[config.mk]
export PLATFORM = sky130hd
export DESIGN_NAME = trigger_ctrl
export DESIGN_NICKNAME = d
export VERILOG_FILES = /design/src/rtl/trigger_ctrl.sv
export SDC_FILE = /design/constraint.sdc
export NUM_CORES = 2
export LEC_CHECK = 0
export ABC_AREA = 1
export BUFFER_PORTS_ARGS = -buffer_cell sky130_fd_sc_hd__buf_2
export CAP_MARGIN = 20
export CORE_MARGIN = 2
export CORE_UTILIZATION = 50
export DETAILED_ROUTE_END_ITERATION = 8
export PLACE_DENSITY = 0.77
export RECOVER_POWER = 25
export SYNTH_ARGS = -nofsm -noshare
export SYNTH_HDL_FRONTEND = slang
export SYNTH_SLANG_ARGS = --single-unit
[constraint.sdc]
create_clock -name AXIS_ACLK -period 4.05 [get_ports AXIS_ACLK]
set_input_delay 0.2025 -clock AXIS_ACLK [delete_from_list [all_inputs] [get_ports AXIS_ACLK]]
set_output_delay 0.2025 -clock AXIS_ACLK [all_outputs]
set_load 0.02 [all_outputs]
[src/rtl/trigger_ctrl.sv]
// Threshold trigger with pre/post-trigger capture window over an AXI-Stream beat delay line.
// Optional macro TRIGGER_CTRL_RETRIGGER_EN lets hits during TRG extend the capture window.
module trigger_ctrl #(
  parameter int THRESHOLD            = 10,
  parameter int ADC_RESOLUTION_WIDTH = 12,
  parameter int S_AXIS_TDATA_WIDTH   = 128,
  parameter int PRE_ACQ_LEN          = 4,
  parameter int POST_ACQ_LEN         = 16
) (
  input  logic                            AXIS_ACLK,
  input  logic                            AXIS_ARESET,
  input  logic [S_AXIS_TDATA_WIDTH-1:0]   S_AXIS_TDATA,
  input  logic                            S_AXIS_TVALID,
  input  logic [ADC_RESOLUTION_WIDTH-1:0] I_BASELINE,
  input  logic                            I_CALC_COMPLETE,
  output logic [1:0]                      EXEC_STATE,
  output logic [S_AXIS_TDATA_WIDTH-1:0]   M_AXIS_TDATA,
  output logic                            M_AXIS_TVALID,
  output logic                            M_AXIS_TLAST
);

  localparam int AW               = ADC_RESOLUTION_WIDTH;
  localparam int SAMPLE_PER_TDATA = S_AXIS_TDATA_WIDTH / 16;
  localparam int WIN_LEN          = PRE_ACQ_LEN + POST_ACQ_LEN;
  localparam int PCW              = $clog2(POST_ACQ_LEN + 1);
  localparam int OCW              = $clog2(WIN_LEN + 1);
  localparam longint THRESHOLD_VAL = (longint'(THRESHOLD) * (longint'(1) << AW)) / 100;
  // Threshold carries two extra bits so a 100% setting still fits as a positive signed value.
  localparam logic signed [AW+1:0] THR_S    = THRESHOLD_VAL[AW+1:0];
  localparam logic [PCW-1:0]       POST_LOAD = PCW'(POST_ACQ_LEN - 1);
  localparam logic [OCW-1:0]       WIN_LOAD  = OCW'(WIN_LEN);

  typedef enum logic [1:0] {
    ST_INIT = 2'b00,
    ST_IDLE = 2'b01,
    ST_TRG  = 2'b11
  } state_e;

  typedef logic [S_AXIS_TDATA_WIDTH-1:0] beat_t;

  state_e           state_q, state_d;
  logic [PCW-1:0]   post_cnt_q, post_cnt_d;
  logic [OCW-1:0]   out_cnt_q, out_cnt_d;
  beat_t            dl_q [PRE_ACQ_LEN];
  beat_t            dl_d [PRE_ACQ_LEN];
  beat_t            tdata_q, tdata_d;
  logic             tvalid_q, tvalid_d;
  logic             tlast_q, tlast_d;

  logic             hit;
  logic             retrig;
  logic             load;
  logic [OCW-1:0]   win_cnt;
  logic [AW-1:0]    sample;
  logic [AW:0]      diff;

  // Difference is formed one bit wider than a sample so extreme sample/baseline pairs cannot wrap.
  always_comb begin
    // NOTE: every always_comb output gets a default first so no path leaves it unassigned (no latch).
    hit    = 1'b0;
    sample = '0;
    diff   = '0;
    for (int k = 0; k < SAMPLE_PER_TDATA; k++) begin
      sample = S_AXIS_TDATA[16*k +: AW];
      diff   = {sample[AW-1], sample} - {I_BASELINE[AW-1], I_BASELINE};
      if ($signed({diff[AW], diff}) > THR_S) hit = 1'b1;
    end
    hit = hit & S_AXIS_TVALID;
  end

`ifdef TRIGGER_CTRL_RETRIGGER_EN
  assign retrig = hit;
`else
  assign retrig = 1'b0;
`endif

  always_comb begin
    state_d    = state_q;
    post_cnt_d = post_cnt_q;
    out_cnt_d  = out_cnt_q;
    dl_d       = dl_q;
    tdata_d    = tdata_q;
    tvalid_d   = 1'b0;
    tlast_d    = 1'b0;
    load       = 1'b0;
    win_cnt    = '0;

    case (state_q)
      ST_INIT: if (I_CALC_COMPLETE) state_d = ST_IDLE;
      ST_IDLE: begin
        if (hit) begin
          state_d    = ST_TRG;
          post_cnt_d = POST_LOAD;
          load       = 1'b1;
        end
      end
      ST_TRG: begin
        if (retrig) begin
          post_cnt_d = POST_LOAD;
          load       = 1'b1;
        end else if (S_AXIS_TVALID) begin
          if (post_cnt_q != '0) post_cnt_d = post_cnt_q - PCW'(1);
          else                  state_d    = ST_IDLE;
        end
      end
      default: state_d = ST_INIT;
    endcase

    // The trigger beat itself emits the oldest pre-trigger beat, so a load counts immediately.
    if (S_AXIS_TVALID) begin
      dl_d[0] = S_AXIS_TDATA;
      for (int i = 1; i < PRE_ACQ_LEN; i++) dl_d[i] = dl_q[i-1];
      tdata_d = dl_q[PRE_ACQ_LEN-1];
      win_cnt = load ? WIN_LOAD : out_cnt_q;
      if (win_cnt != '0) begin
        tvalid_d  = 1'b1;
        tlast_d   = (win_cnt == OCW'(1));
        out_cnt_d = win_cnt - OCW'(1);
      end
    end
  end

  always_ff @(posedge AXIS_ACLK) begin
    if (AXIS_ARESET) begin
      // NOTE: state uses non-blocking assignment so every flop samples pre-edge values.
      state_q    <= ST_INIT;
      post_cnt_q <= '0;
      out_cnt_q  <= '0;
      tdata_q    <= '0;
      tvalid_q   <= 1'b0;
      tlast_q    <= 1'b0;
      // NOTE: the delay line is a small register array that must read as zero after reset, so it is cleared.
      for (int i = 0; i < PRE_ACQ_LEN; i++) dl_q[i] <= '0;
    end else begin
      state_q    <= state_d;
      post_cnt_q <= post_cnt_d;
      out_cnt_q  <= out_cnt_d;
      tdata_q    <= tdata_d;
      tvalid_q   <= tvalid_d;
      tlast_q    <= tlast_d;
      for (int i = 0; i < PRE_ACQ_LEN; i++) dl_q[i] <= dl_d[i];
    end
  end

  assign EXEC_STATE    = state_q;
  assign M_AXIS_TDATA  = tdata_q;
  assign M_AXIS_TVALID = tvalid_q;
  assign M_AXIS_TLAST  = tlast_q;

endmodule

==> metrics <==
Clock Tree Buf Depth=3; clock root cell=clkbuf_16; wire length on met3=3450 um; starting utilization of the core area=0.504; layout net count=4,374; routed len/inst=14.2 um; wire length on met2=31,400 um; part of the cycle the worst path needs=0.860; latest clock arrival within the worst-skew pair=0.60 ns; wire length of the first global-routing pass=110,000 um; number of port buffers=275; sort of element at the end of the critical path=register; row count=86; TritonCTS clock tree=yes; number of clock sinks=654; width of the die=239 um; maximum fanout along the worst path=9; via count of the first global-routing pass=22,400; number of clock buffers inserted by TritonCTS=69; run status=complete, no violations; slew at the pin closest to its max-slew limit=0.961 ns; Power per Cell Area=480 nW/um^2; metal1 wirelength=32,300 um; via count of the routed design=25,000; pre-CTS worst setup slack=0.337 ns; number of distinct standard cells referenced by the synthesized netlist=43; total of warnings raised by yosys=0; Post CTS Setup Buffer Count=0; placer congestion estimate=0.890; Via density=5.12; layout cell share with drive strength beyond 1=0.0746; EDFF count, synth=0; post-synthesis cell count=3,824; final worst path period need=3.48 ns; Core ar.=54,900 sq um; Clock Skew=0.0211 ns; Final setup violation count=0; summed area of non-filler cells in the final layout=32,900 sq um; Die Area=57,200 sq um; critical path class=in -> reg; most used cells in the layout excluding fill and tap cells=nor2_1 (1,350), o21ai_0 (671), dfxtp_1 (654); uppermost metal layer occupied by signal nets=met4; leading register cell type out of synthesis=dfxtp_1; residual overflow from global routing=0; Detail Placement HPWL=43,100 um; Iteration-0 DRC Markers=1,986; VDD IR-drop max=0.315 mV; vertical extent of the die=239 um; Worst Setup Start Kind=input port; antenna viol nets, final=0; max-cap check violation count=0; CP cell instances=dlygate4sd3_1, buf_2, inv_1, ha_1, fa_1, inv_1, nand3_1, nand2_1, nand3_1, nand4_1, nor2_1, a21oi_1, nand4_1, nor2_1, nand3_2, nand3_4, nand2_1, ha_1, nand3_2, nor2_1, nor2_1, nand2_1, nand2_1, nor2_1; H-tree level count=3; LEAKAGE=15.0 nW; Post-Synthesis Net Count=4,077; final slew viol count=0; final setup TNS=0 ns; maximum single-stage delay on the critical path=0.55 ns; IO Count=276; unrepaired setup endpoints after global routing=false; global-route usage over all layers=0.235; crit path setup slack, layout=0.568 ns; Crit path buffers/inverters=4; register area share after synthesis=0.474; number of flip-flops and latches in the synthesized netlist=654; Max Fclk=0.287 GHz; Ant. Diodes=0; antenna violations before repair=1; number of filler instances in the final layout=5,076; most repeated library cell on the critical path=nor2_1; total length of routed wires=69,400 um; final worst hold slack=0.0348 ns; cell type group with the largest total delay on the critical path=simple AND/OR/NAND/NOR gates; pin count of the biggest net entering global routing=216; Synth async-reset ratio=0; required time worst endpoint=4.54 ns; leading cell type in the layout, fill and taps excluded=nor2_1; total power of the final layout=15.8 mW; Placed Area=29,500 sq um; total standard cell area after synthesis=27,600 sq um; arrival time at the worst endpoint=3.97 ns; clock slew at reported path FFs=0.06 ns; DRC violations left=0; Area Growth Syn to Fin=19.1%; length of the first detailed-routing pass in iterations=5; Slew HR=0.359; hold violation total from the final report=0; Mean Syn Cell Area=7.23 sq um; cell with the largest stage delay on the worst path=dlygate4sd3_1; Min-Delay Path Class=in -> reg
-- sequential cells by signal (all words and copies together) (netlist names) --
| register | flops |
|---|---|
| EXEC_STATE | 2 |
| M_AXIS_TDATA | 128 |
| M_AXIS_TLAST | 1 |
| M_AXIS_TVALID | 1 |
| dl_q | 512 |
| out_cnt_q | 5 |
| post_cnt_q | 5 |
-- cell families after synthesis --
logic type	count (synthesis)	synth area share
fa+ha+maj	109	0.0515
simple gates	1828	0.259
buf+inv	396	0.0545
mux	1	0.000362
flops	654	0.474
xor+xnor	45	0.0143
compound gates	791	0.147
-- Yosys cell counts (19+ instances only) --
library cell / instances / share of area
buf_1: 19 / 0.0026
clkbuf_1: 193 / 0.026
nand4_1: 20 / 0.0045
inv_1: 178 / 0.024
o21ai_0: 671 / 0.12
nor2_1: 1350 / 0.18
ha_1: 101 / 0.046
nand2_1: 328 / 0.045
xor2_1: 34 / 0.011
a21oi_1: 78 / 0.014
nand3_1: 89 / 0.016
dfxtp_1: 654 / 0.47
-- per-stage QoR --
stage / std cells / utilization
3_5_place_dp: 4623 / 0.537
5_1_grt: 4875 / 0.600
6_report: 4875 / 0.600
2_1_floorplan: 3824 / -
3_3_place_gp: 4623 / 0.537
4_1_cts: 4875 / 0.603
-- repair_timing --
item,CTS,global route
resized for setup,0,0
hold endpoints to repair,135,0
hold buffers,131,0
endpoints found under the setup margin,0,0
-- layout make-up --
| type | count | area (sq um) | area share |
|---|---|---|---|
| tap | 704 | 881 | 0.0268 |
| multi-input combinational | 2774 | 13000 | 0.396 |
| sequential | 654 | 13100 | 0.398 |
| inverter | 182 | 698 | 0.0212 |
| timing repair buffer | 440 | 2890 | 0.0877 |
| clock inverter | 30 | 360 | 0.0109 |
| clock buffer | 91 | 1960 | 0.0596 |
-- power breakdown --
part	internal, mW	total (mW)	leakage, nW	switching, mW
logic	0.847	2.31	8.45	1.47
clock network	3.82	6.41	1.14	2.60
registers	6.88	7.09	5.41	0.214
total	11.5	15.8	15.0	4.28
-- layer usage --
metal | GRT usage | up-vias
met5 | 0 | -
met4 | 0.0854 | 0
li1 | - | 12900
met2 | 0.373 | 605
met1 | 0.322 | 11300
met3 | 0.0385 | 141
-- final timing paths --
| kind | start | cells past startpoint | endpoint | slack (ns) |
|---|---|---|---|---|
| hold reg to reg | dl_q[202] | 2 | dl_q[74] | 0.46 |
| setup reg to reg | EXEC_STATE[0] | 10 | out_cnt_q[3] | 2.16 |
| setup / recovery | S_AXIS_TDATA[80] | 24 | out_cnt_q[1] | 0.57 |
| hold / removal | S_AXIS_TVALID | 2 | dl_q[448] | 0.03 |
Note: power is estimated with default switching activity, not from simulation.
